--- src/rtl/frame_scanout.sv ---
// frame_scanout: walks a frame in raster order, issues credit-limited memory reads
// and streams the returned pixels with line/frame markers over valid/ready.
module frame_scanout #(
  parameter int Pixels_Line = 240,
  parameter int Lines_Frame = 160,
  parameter int Rd_Latency  = 2,
  parameter int Fifo_Depth  = 4
) (
  input  logic        iClk,
  input  logic        iRst_n,
  input  logic        iStart,
  output logic        oDone,
  output logic [15:0] oAdr,
  output logic        oRdEn,
  input  logic [7:0]  iRdData,
  output logic [7:0]  oPixel,
  output logic        oValid,
  input  logic        iReady,
  output logic        oSol,
  output logic        oEol,
  output logic        oSof
);
  localparam int PW = $clog2(Fifo_Depth);
  localparam int CW = $clog2(Fifo_Depth + 1);
  localparam logic [15:0] X_LAST = 16'(Pixels_Line - 1);
  localparam logic [15:0] Y_LAST = 16'(Lines_Frame - 1);
  localparam logic [PW-1:0] P_LAST = PW'(Fifo_Depth - 1);

  typedef enum logic [1:0] {S_IDLE, S_SCAN, S_DRAIN} state_t;

  state_t          r_state, w_state_nxt;
  logic [15:0]     r_x, r_y, r_adr;
  logic [2:0]      r_iflg;
  logic [Rd_Latency-1:0] r_vld;
  logic [2:0]      r_flg [Rd_Latency];
  logic [10:0]     r_mem [Fifo_Depth];
  logic [PW-1:0]   r_wp, r_rp;
  logic [CW-1:0]   r_cnt;
  logic [7:0]      w_infl, w_used;
  logic            w_issue, w_last, w_push, w_pop;
  logic [10:0]     w_head;

  // reads on the bus or in the return pipe, all of which will land in the buffer
  always_comb begin
    w_infl = 8'(oRdEn);
    for (int i = 0; i < Rd_Latency; i++) w_infl = w_infl + 8'(r_vld[i]);
  end

  assign w_pop   = oValid & iReady;
  assign w_push  = r_vld[Rd_Latency-1];
  assign w_used  = w_infl + 8'(r_cnt) - 8'(w_pop);
  assign w_issue = (r_state == S_SCAN) && (w_used < 8'(Fifo_Depth));
  assign w_last  = (r_x == X_LAST) && (r_y == Y_LAST);
  assign w_head  = r_mem[r_rp];

  always_comb begin
    w_state_nxt = r_state;
    w_state_nxt = (r_state == S_IDLE && iStart) ? S_SCAN :
                  (r_state == S_SCAN && w_issue && w_last) ? S_DRAIN :
                  (r_state == S_DRAIN && w_infl == 8'd0 && r_cnt == '0) ? S_IDLE : r_state;
  end

  assign oDone  = (r_state == S_IDLE);
  assign oValid = (r_cnt != '0);
  assign oPixel = oValid ? w_head[7:0] : 8'd0;
  assign oSol   = oValid & w_head[10];
  assign oEol   = oValid & w_head[9];
  assign oSof   = oValid & w_head[8];

  always_ff @(posedge iClk or negedge iRst_n) begin
    if (!iRst_n) begin
      r_state <= S_IDLE;
      r_x     <= '0;
      r_y     <= '0;
      r_adr   <= '0;
      oAdr    <= '0;
      oRdEn   <= 1'b0;
      r_iflg  <= '0;
      r_vld   <= '0;
      for (int i = 0; i < Rd_Latency; i++) r_flg[i] <= '0;
      r_wp    <= '0;
      r_rp    <= '0;
      r_cnt   <= '0;
    end else begin
      r_state  <= w_state_nxt;
      oRdEn    <= w_issue;
      r_vld[0] <= oRdEn;
      r_flg[0] <= r_iflg;
      for (int i = 1; i < Rd_Latency; i++) begin
        r_vld[i] <= r_vld[i-1];
        r_flg[i] <= r_flg[i-1];
      end
      if (r_state == S_IDLE && iStart) begin
        r_x   <= '0;
        r_y   <= '0;
        r_adr <= '0;
      end else if (w_issue) begin
        oAdr   <= r_adr;
        r_iflg <= {r_x == '0, r_x == X_LAST, r_x == '0 && r_y == '0};
        r_x    <= (r_x == X_LAST) ? '0 : r_x + 16'd1;
        r_y    <= (r_x != X_LAST) ? r_y : w_last ? '0 : r_y + 16'd1;
        r_adr  <= w_last ? '0 : r_adr + 16'd1;
      end
      if (w_push) r_wp <= (r_wp == P_LAST) ? '0 : r_wp + 1'b1;
      if (w_pop) r_rp <= (r_rp == P_LAST) ? '0 : r_rp + 1'b1;
      r_cnt <= r_cnt + CW'(w_push) - CW'(w_pop);
    end
  end

  always_ff @(posedge iClk) begin
    if (w_push) r_mem[r_wp] <= {r_flg[Rd_Latency-1], iRdData};
  end
endmodule

--- config.mk ---
export PLATFORM = sky130hd
export DESIGN_NAME = frame_scanout
export DESIGN_NICKNAME = d
export VERILOG_FILES = /design/src/rtl/frame_scanout.sv
export SDC_FILE = /design/constraint.sdc
export NUM_CORES = 1
export LEC_CHECK = 0
export CORE_MARGIN = 5
export CORE_UTILIZATION = 55
export CTS_BUF_LIST = sky130_fd_sc_hd__clkbuf_4
export DETAILED_ROUTE_END_ITERATION = 10
export HOLD_SLACK_MARGIN = 0.05
export PLACE_DENSITY_LB_ADDON = 0.25
export SLEW_MARGIN = 20
export SYNTH_ARGS = -nofsm -noshare
export SYNTH_HDL_FRONTEND = slang
export SYNTH_SLANG_ARGS = --single-unit
--- constraint.sdc ---
create_clock -name iClk -period 2.7 [get_ports iClk]
set_input_delay 0.54 -clock iClk [delete_from_list [all_inputs] [get_ports iClk]]
set_output_delay 0.54 -clock iClk [all_outputs]
set_load 0.01 [all_outputs]
==> flow_metrics.py <==
metrics = {
    "run_status": {
        "status": "finished with violations",
        "violations": "negative setup slack",
    },
    "sta": {
        "rsz0062_at_grt": "true",
        "worst_pin_slew_ps": 851,
        "finalClockSkew_ps": 25.6,
        "min_period_ps": 2890,
        "drv_slew": 0,
        "finalSetupViolations": 58,
        "worst_slack_ps": -186,
        "max_freq_mhz": 347,
        "holdWs_ps": 361,
        "tns_ps": -4670,
        "slew_headroom_pct": 43.2,
        "hold_viol": 0,
        "fin_crit_sh_pct": 107,
    },
    "routing": {
        "ant_nets": 0,
        "wl_microns": 17000,
        "viasPerCell": 6.31,
        "firstDrtPassIters": 5,
        "drc": 0,
        "drt_first_iter_violations": 493,
        "num_vias": 5133,
        "wl_per_cell_microns": 20.9,
    },
    "worst_setup_path": {
        "cp_max_fo": 8,
        "worstSetupStartpointType": "register",
        "cp_data_required_time_ps": 3170,
        "worstSetupPathType": "register to register",
        "crit_path_end_kind": "register",
        "arrival_ps": 3350,
    },
    "synthesis": {
        "synth-seq-area-share_pct": 56.2,
        "async_reset_ff_share_pct": 65.9,
        "netlist_area_sq_um": 6140,
        "postSynthAreaPerCell_sq_um": 11.0,
        "yosysTopAreaCell": "dfrtp_1",
        "synth-seq-cells": 129,
        "ys_types": 65,
        "syn_inst": 556,
        "ys_dominant_reg_cell": "dfrtp_1",
        "synth_edf_count": 44,
        "synth_nets": 587,
        "synth_top_cell_area_share_pct": 34.6,
        "synth_area_leaders": "dfrtp_1 35%, edfxtp_1 22%, nand2_1 5.6%",
        "yosys_warnings": 0,
    },
    "global_routing": {
        "antenna_found_initial": 0,
        "grt_usage_pct": 24.6,
        "grt_pass1_vias": 5043,
        "grt_max_degree": 53,
        "grt_overflow": 0,
        "grt_first_pass_wirelength_microns": 25400,
    },
    "cells_and_area": {
        "final_area_sq_um": 8210,
        "insertedDiodeCount": 0,
        "syn2layout_area_growth_pct": 33.7,
        "stdcell_count": 814,
        "final_util_pct": 75.4,
        "nets": 692,
        "drive_above_1_share_pct": 28.3,
    },
    "floorplanning": {
        "die_y_microns": 116,
        "dieArea_sq_um": 13400,
        "initial_utilization_pct": 56.4,
        "ios": 42,
        "die_x_microns": 116,
        "rows": 38,
        "core-area_sq_um": 10900,
    },
    "clocking": {
        "insertion_delay_ps": 550,
        "cts_sinks": 129,
        "clk_pin_slew_ps": 130,
        "cts_buffers": 17,
        "cts_tree": "yes",
        "htreeDepth": 4,
        "cts_root_buf": "clkbuf_4",
        "cts_buffer_depth": 2,
    },
    "job": {
        "maxCapViolations": 0,
    },
    "placed_design": {
        "placed_area_sq_um": 7050,
        "dp.cells": 755,
        "portBuffers": 41,
        "hpwl_microns": 9500,
        "gp_congestion": 0.875,
    },
    "min_path": {
        "min_path_type": "register to register",
    },
    "pwr": {
        "vdd_drop_max_mv": 0.734,
        "power_density_nw_per_um2": 1060,
        "power.leakage_nw": 3.36,
    },
}
-- registers in the layout, indices dropped and copies added, names as in the netlist, 2 cells and up --
signal   flops
r_mem       44
r_iflg       3
oAdr        16
r_state      2
r_flg        6
r_adr       16
r_wp         2
r_x         16
r_rp         2
r_vld        2
r_y         16
r_cnt        3
-- Yosys cell counts (12+ instances only) --
library cell,count
nand2_1,91
nor2_1,14
ha_1,17
edfxtp_1,44
dfrtp_1,85
clkbuf_1,17
a21oi_1,12
a31oi_1,20
and2_1,24
inv_1,31
nand3_1,28
nor3_1,13
o21ai_0,24
-- timing repair --
action,in CTS,in global routing
setup endpoints to repair,72,73
cloned,4,5
hold buffers,1,0
resized for setup,84,68
hold endpoints to repair,33,0
buffers inserted,12,6
pin swaps,20,29
-- power by group --
part / total, mW / internal, mW / switching (mW)
registers: 2.63 / 2.33 / 0.302
logic: 4.73 / 2.47 / 2.25
clock network: 1.36 / 0.572 / 0.789
total: 8.72 / 5.38 / 3.34
-- cell families (layout without fill, tap and decap cells) --
group / after synthesis / in the layout / share of synthesized area, %
AOI/OAI and AO/OA: 104 / 105 / 11.5
xor gates and xnor gates: 5 / 5 / 0.713
adders and majority gates: 19 / 19 / 4.12
buffers and inverters: 57 / 174 / 3.73
DFF: 129 / 129 / 56.2
muxes: 13 / 13 / 4.38
and+or+nand+nor: 229 / 229 / 19.4
-- area by class of cell --
cell class	instances	area, sq um
Clock buffer	18	135
Timing Repair Buffer	110	1250
Clock inverter	14	153
Inverter	32	133
Sequential cell	129	3450
Multi-Input combinational cell	371	2920
Tap cell	140	175
Fill cell	666	2680
-- per-layer routing --
| metal | routed length (microns) | vias up | global-route usage (%) |
|---|---|---|---|
| met5 | 0 | - | 0 |
| li1 | - | 2277 | - |
| met4 | 537 | 0 | 10.4 |
| met2 | 8720 | 266 | 40.3 |
| met3 | 1110 | 63 | 6.27 |
| met1 | 6650 | 2527 | 31.4 |
-- layout by cell type (no fill, tap or decap), drive strengths merged, types with 3 or more instances in the layout --
| master | count |
|---|---|
| a2111oi | 5 |
| a211oi | 4 |
| a21o | 8 |
| a21oi | 12 |
| a31oi | 20 |
| and2 | 24 |
| and3 | 9 |
| and4 | 6 |
| buf | 64 |
| clkbuf | 27 |
| clkdlybuf4s50 | 29 |
| clkinv | 4 |
| clkinvlp | 3 |
| dfrtp | 85 |
| dlygate4sd2 | 6 |
| edfxtp | 44 |
| ha | 17 |
| inv | 37 |
| mux4 | 11 |
| nand2 | 91 |
| nand3 | 28 |
| nand3b | 8 |
| nand4 | 8 |
| nor2 | 14 |
| nor2b | 3 |
| nor3 | 14 |
| nor4 | 9 |
| o211ai | 4 |
| o21ai | 25 |
| o221ai | 5 |
| o41ai | 3 |
| or4 | 6 |
| xnor2 | 4 |
-- critical path, cell delays in order (launching register included) --
cell	delay (ps)
dfrtp_1	440
fa_2	500
inv_2	90
ha_4	130
inv_2	40
ha_4	240
nand3b_1	80
a211o_1	320
a21o_4	290
clkinv_8	110
buf_12	140
buf_12	110
nand3b_1	100
a31oi_1	210
-- through the flow --
| stage | power (mW) | worst slack, ps |
|---|---|---|
| finish | 8.72 | -186 |
| detailed placement | 5.61 | -404 |
| global placement | 5.49 | -301 |
| floorplan | 4.19 | -25.4 |
| global route | 9.14 | -298 |
| CTS | 7.80 | -114 |
-- final timing paths --
| kind | start | endpoint | slack [ps] | depth (start not counted) |
|---|---|---|---|---|
| max in group asynchronous | iRst_n | oAdr[3]$_DFFE_PN0P_ | 1550 | 3 |
| max reg2reg | r_vld[0]$_DFF_PN0_ | r_adr[13]$_DFFE_PN0P_ | -190 | 13 |
| min | r_flg[5]$_DFF_PN0_ | r_flg[2]$_DFF_PN0_ | 360 | 0 |
| min reg2reg | r_flg[5]$_DFF_PN0_ | r_flg[2]$_DFF_PN0_ | 360 | 0 |
| max | r_vld[0]$_DFF_PN0_ | r_adr[13]$_DFFE_PN0P_ | -190 | 13 |
| min in group asynchronous | iRst_n | r_state[1]$_DFFE_PN0P_ | 480 | 2 |
(Power assumes the default switching activity.)
